$ cat src/rtl/adc_menu_fsm.sv
// rtl/adc_menu_fsm.sv - pushbutton menu selecting ADC source and display format
module adc_menu_fsm #(
  parameter int         DEBOUNCE_CYCLES = 1_000_000,
  parameter int         TIMEOUT_CYCLES  = 500_000_000,
  parameter logic [1:0] RESET_SOURCE    = 2'b01,
  parameter logic [1:0] RESET_FORMAT    = 2'b01
) (
  input  logic        clk,
  input  logic        reset,
  input  logic        btn_enter,
  input  logic        btn_next,
  input  logic        btn_prev,
  output logic [1:0]  FSM_outputs,
  output logic [1:0]  bin_bcd_select,
  output logic        menu_active,
  output logic [15:0] menu_display
);

  localparam int DCW = $clog2(DEBOUNCE_CYCLES + 1);
  localparam int TCW = $clog2(TIMEOUT_CYCLES + 1);
  localparam logic [DCW-1:0] DEB_LAST = DCW'(DEBOUNCE_CYCLES - 1);
  localparam logic [TCW-1:0] TMO_LAST = TCW'(TIMEOUT_CYCLES - 1);

  typedef enum logic [1:0] {
    ST_RUN        = 2'd0,
    ST_SEL_SOURCE = 2'd1,
    ST_SEL_FORMAT = 2'd2
  } state_e;

  // bit 0 = enter, bit 1 = next, bit 2 = prev
  logic [2:0] btn_raw;
  logic [2:0] sync1_q, sync2_q, deb_last_q, press_q;
  logic [2:0] deb_w;

  assign btn_raw = {btn_prev, btn_next, btn_enter};

  for (genvar i = 0; i < 3; i++) begin : g_debounce
    logic [DCW-1:0] cnt_q;
    logic           deb_q;

    // Accept a new level only after it differed from the debounced level for DEBOUNCE_CYCLES cycles
    always_ff @(posedge clk) begin
      if (reset) begin
        cnt_q <= '0;
        deb_q <= 1'b0;
      end else if (sync2_q[i] != deb_q) begin
        if (cnt_q == DEB_LAST) begin
          deb_q <= sync2_q[i];
          cnt_q <= '0;
        end else begin
          cnt_q <= cnt_q + 1'b1;
        end
      end else begin
        cnt_q <= '0;
      end
    end

    assign deb_w[i] = deb_q;
  end

  // Synchronize raw buttons and register a one-cycle pulse on each debounced rising edge
  always_ff @(posedge clk) begin
    if (reset) begin
      sync1_q    <= '0;
      sync2_q    <= '0;
      deb_last_q <= '0;
      press_q    <= '0;
    end else begin
      sync1_q    <= btn_raw;
      sync2_q    <= sync1_q;
      deb_last_q <= deb_w;
      press_q    <= deb_w & ~deb_last_q;
    end
  end

  // Enter dominates; next and prev cancel each other
  logic enter_p, next_p, prev_p;
  assign enter_p = press_q[0];
  assign next_p  = press_q[1] & ~press_q[0] & ~press_q[2];
  assign prev_p  = press_q[2] & ~press_q[0] & ~press_q[1];

  state_e         state_q, state_d;
  logic [1:0]     cand_src_q, cand_src_d;
  logic [1:0]     cand_fmt_q, cand_fmt_d;
  logic [1:0]     src_q, src_d;
  logic [1:0]     fmt_q, fmt_d;
  logic [TCW-1:0] tmo_q, tmo_d;
  logic           active_q;
  logic [15:0]    disp_q;

  // Next-state, candidate browsing, idle timeout and atomic commit
  always_comb begin
    state_d    = state_q;
    cand_src_d = cand_src_q;
    cand_fmt_d = cand_fmt_q;
    src_d      = src_q;
    fmt_d      = fmt_q;
    tmo_d      = '0;
    case (state_q)
      ST_RUN: begin
        if (enter_p) begin
          state_d    = ST_SEL_SOURCE;
          cand_src_d = src_q;
          cand_fmt_d = fmt_q;
        end
      end
      ST_SEL_SOURCE: begin
        if (enter_p) begin
          state_d = ST_SEL_FORMAT;
        end else if (next_p) begin
          cand_src_d = cand_src_q + 2'd1;
        end else if (prev_p) begin
          cand_src_d = cand_src_q - 2'd1;
        end else if (tmo_q == TMO_LAST) begin
          state_d = ST_RUN;
        end else begin
          tmo_d = tmo_q + 1'b1;
        end
      end
      ST_SEL_FORMAT: begin
        if (enter_p) begin
          state_d = ST_RUN;
          src_d   = cand_src_q;
          fmt_d   = cand_fmt_q;
        end else if (next_p) begin
          case (cand_fmt_q)
            2'd0:    cand_fmt_d = 2'd1;
            2'd1:    cand_fmt_d = 2'd2;
            default: cand_fmt_d = 2'd0;
          endcase
        end else if (prev_p) begin
          case (cand_fmt_q)
            2'd0:    cand_fmt_d = 2'd2;
            2'd1:    cand_fmt_d = 2'd0;
            default: cand_fmt_d = 2'd1;
          endcase
        end else if (tmo_q == TMO_LAST) begin
          state_d = ST_RUN;
        end else begin
          tmo_d = tmo_q + 1'b1;
        end
      end
      default: begin
        state_d = ST_RUN;
      end
    endcase
  end

  // State, candidates, committed selections, and registered display decode
  always_ff @(posedge clk) begin
    if (reset) begin
      state_q    <= ST_RUN;
      cand_src_q <= '0;
      cand_fmt_q <= '0;
      src_q      <= RESET_SOURCE;
      fmt_q      <= RESET_FORMAT;
      tmo_q      <= '0;
      active_q   <= 1'b0;
      disp_q     <= '0;
    end else begin
      state_q    <= state_d;
      cand_src_q <= cand_src_d;
      cand_fmt_q <= cand_fmt_d;
      src_q      <= src_d;
      fmt_q      <= fmt_d;
      tmo_q      <= tmo_d;
      active_q   <= (state_q == ST_SEL_SOURCE) || (state_q == ST_SEL_FORMAT);
      case (state_q)
        ST_SEL_SOURCE: disp_q <= {4'h5, 8'h00, 2'b00, cand_src_q};
        ST_SEL_FORMAT: disp_q <= {4'hF, 8'h00, 2'b00, cand_fmt_q};
        default:       disp_q <= 16'h0000;
      endcase
    end
  end

  assign FSM_outputs    = src_q;
  assign bin_bcd_select = fmt_q;
  assign menu_active    = active_q;
  assign menu_display   = disp_q;

endmodule

$ cat config.mk
export PLATFORM = sky130hd
export DESIGN_NAME = adc_menu_fsm
export DESIGN_NICKNAME = d
export VERILOG_FILES = /design/src/rtl/adc_menu_fsm.sv
export SDC_FILE = /design/constraint.sdc
export NUM_CORES = 1
export LEC_CHECK = 0
export ABC_CLOCK_PERIOD_IN_PS = 2900
export BUFFER_PORTS_ARGS = -buffer_cell sky130_fd_sc_hd__buf_2
export CORE_MARGIN = 2
export CORE_UTILIZATION = 50
export DETAILED_ROUTE_END_ITERATION = 12
export GPL_ROUTABILITY_DRIVEN = 0
export PLACE_DENSITY_LB_ADDON = 0.08
export SETUP_SLACK_MARGIN = 0.1
export SYNTH_ARGS = -nofsm -noshare
export SYNTH_HDL_FRONTEND = slang
export SYNTH_SLANG_ARGS = --single-unit
$ cat constraint.sdc
create_clock -name clk -period 2.9 [get_ports clk]
set_clock_uncertainty 0.15 [all_clocks]
set_input_delay 0.145 -clock clk [delete_from_list [all_inputs] [get_ports clk]]
set_output_delay 0.145 -clock clk [all_outputs]
set_load 0.02 [all_outputs]
==> impl_results.md <==
- Status: complete, no violations
- Synth Register Bits: ~120
- H-tree levels: 4
- Worst Max-Slew Pin Slew: 0.5854 ns
- # rows: 37
- Final min period: approximately 2.3 ns
- Final antenna-violating net count: 0
- Pins over their slew limit: 0
- Largest net degree at the start of global routing: 26
- Vias in the first global route: between 4000 and 5000
- Pint: roughly 3.3 mW
- Root Buffer: clkbuf_8
- Synth warn: 0
- WL/cell: ~14 µm
- Setup TNS Final: 0 ns
- Peak fanout along the critical path: 14
- RSZ-0062 raised after global routing: false
- Drt pass-1 iters: 4
- Later-pin clock latency in the skew report: 0.51 ns
- Top FF cell, synth: dfxtp_1
- Met3 wire length: 338 µm
- DRT iter0 DRCs: between 200 and 250
- Final Util: 60.16%
- DIE HEIGHT: roughly 110 µm
- Net Sw Frac: between 10% and 20%
- Area Growth Syn to Fin: 15.79%
- Worst EP arrival: approximately 2.6 ns
- CP required: around 3.2 ns
- Slew headroom: between 60% and 70%
- Final setup vio count: 0
- CTS resizes: 0
- Hold buffers post-CTS: 7
- Netlist cell types: 54
- Mapped Cells: 630
- Max cap viols: 0
- Clock share of power: between 50 and 60%
- Cell type with the largest total area after synthesis: dfxtp_1
- Worst min path class: reg2reg
- Clock tree from TritonCTS: built
- Top layer in use: met4
- DP Wirelength: about 7.5 mm
- Post-synth EDFFs: 0
- Psw: 0.7353 mW
- I/O pin count: 26
- Yosys top cell area share: 43.65%
- Starting density of the core: 51.95%
- Die area: roughly 12000 µm²
- Synth top area cells: dfxtp_1, nor2_1, xor2_1
- Vias: approximately 4500
- Share of layout cells above drive strength 1: 8.597%
- Logic pwr share: between 1 and 1.5%
- Async set or reset register ratio after synthesis: 0%
- Total Routed Length: 11.19 mm
- Worst Setup End Kind: flip-flop
- Core Area: ~10000 µm²
- Post-CTS setup buffers: 0
- Pwr/cell area: between 600 and 700 nW/µm²
- WS Path Type: reg2reg
- Mapped cell area: between 5000 and 6000 µm²
- Sequential power share: about two fifths
- Number of fill cells: around 940
- CTS Buf Count: 17
- Worst-path clk slew: 0.05 ns
- Sinks on the clock net: about 120
- Total gr overflow: 0
- Routed met1 length: around 5.3 mm
- Nets: 663
- Worst slack, placed: just under 0.6 ns
- FMAX: approximately 430 MHz
- Met2 wire length: around 5.4 mm
- Syn Area/Cell: roughly 8.6 µm²
- Fin worst setup slack: roughly 0.57 ns
- Port-buffer cells: 15
- N_diodes: 0
- Sequential element share of the synthesized area: 43.65%
- Initial antenna violation count: 0
- Hold Fails Final Rpt: 0
- Startpoint Class: flip-flop
- VDD IR max: 0.5767 mV
- Fin crit share: 80.37%
- DRC: 0
- Vias/cell: ~5.6
- Total track usage: approximately a fifth
- Die width: between 100 and 150 µm
- P_leak: ~2.0 nW
- First-pass GRT wire length: 19.08 mm
- Maximum clock path buffer count: 2
==> layer usage <==
layer,vias to the layer above,track usage (%)
met2,63,33.83
met1,2136,25.50
met3,16,5.666
li1,2295,-
met5,-,0
met4,0,7.234
==> area by class of cell <==
| cell class | count | area (µm²) | area share (%) |
|---|---|---|---|
| timing repair buffer | 27 | 182.7 | 2.915 |
| multi-input combinational | 466 | 2813 | 44.89 |
| sequential | 118 | 2362 | 37.70 |
| clock inverter | 8 | 192.7 | 3.075 |
| clock buffer | 24 | 470.5 | 7.508 |
| inverter | 20 | 75.07 | 1.198 |
| tap | 136 | 170.2 | 2.716 |
==> critical path, cell delays in order (launching register included) <==
cell and delay (ns):
dfxtp_1 0.42, nand4_1 0.20, or4_1 0.78, or4_1 0.54
a21oi_1 0.16
==> sequential cells by signal, summed over array words and instances, names as in the netlist, 3 cells and up <==
register and count:
g_debounce.cnt_q 60, tmo_q 29, menu_display 4, deb_last_q 3, g_debounce.deb_q 3, press_q 3
sync1_q 3, sync2_q 3
==> power by group through the flow <==
stage | clock [mW] | combinational, mW | sequential [mW]
global route | 2.46 | 0.0513 | 1.63
global placement | 0 | 0.0387 | 1.66
finish | 2.34 | 0.0467 | 1.63
CTS | 2.38 | 0.0466 | 1.63
floorplan | 0 | 0.0390 | 1.66
detailed placement | 0 | 0.0396 | 1.67
==> per-stage QoR <==
| step | hold WS (ns) | power, mW | cells | area (µm²) |
|---|---|---|---|---|
| 2_1_floorplan | 0.07412 | 1.703 | 639 | 5445 |
| 4_1_cts | 0.2349 | 4.058 | 799 | 6266 |
| 5_1_grt | 0.2396 | 4.142 | 799 | 6266 |
| 3_5_place_dp | 0.2087 | 1.705 | 760 | 5533 |
| 6_report | 0.2291 | 4.015 | 799 | 6266 |
| 3_3_place_gp | 0.2105 | 1.704 | 760 | 5533 |
==> worst paths after layout <==
check | end | slack, ns | depth (start not counted) | start
worst max-delay path | tmo_q[27] | 0.57 | 4 | tmo_q[5]
worst min-delay path | press_q[2] | 0.23 | 1 | deb_last_q[2]
worst max register to register | tmo_q[27] | 0.57 | 4 | tmo_q[5]
worst min register to register | press_q[2] | 0.23 | 1 | deb_last_q[2]
==> logic make-up (layout without fill, tap and decap cells) <==
| family | count (synthesis) | after routing | share of synthesized area, % |
|---|---|---|---|
| simple gates | 289 | 289 | 29.20 |
| flops | 118 | 118 | 43.65 |
| compound gates | 107 | 107 | 11.72 |
| buf+inv | 55 | 79 | 4.994 |
| xor+xnor | 49 | 49 | 7.931 |
| fa+ha+maj | 8 | 8 | 1.850 |
| mux | 3 | 3 | 0.5780 |
| other cells | 1 | 10 | 0.06930 |
==> cell usage after synthesis, types with 14 or more instances <==
cell type and instances:
dfxtp_1 118, o21ai_0 28, xnor2_1 22, o31ai_1 15, nor2b_1 14, inv_1 20
nand4_1 26, nand2_1 40, a21oi_1 42, or4_1 18, nor2_1 64, or3_1 21
xor2_1 27, clkbuf_1 17, buf_4 14, nand3_1 39
==> cell usage in the layout, fill, tap and decap left out, types with 11 or more instances in the layout <==
| cell | synthesis | final |
|---|---|---|
| a21oi_1 | 42 | 42 |
| and3_1 | 11 | 11 |
| buf_2 | 2 | 15 |
| clkbuf_16 | 0 | 16 |
| dfxtp_1 | 118 | 118 |
| inv_1 | 20 | 20 |
| nand2_1 | 40 | 40 |
| nand3_1 | 39 | 39 |
| nand4_1 | 26 | 26 |
| nor2_1 | 64 | 64 |
| nor2b_1 | 14 | 14 |
| nor3_1 | 11 | 11 |
| o21ai_0 | 28 | 28 |
| o31ai_1 | 15 | 15 |
| or3_1 | 21 | 21 |
| or4_1 | 18 | 18 |
| xnor2_1 | 22 | 22 |
| xor2_1 | 27 | 27 |
(Power assumes the default switching activity.)
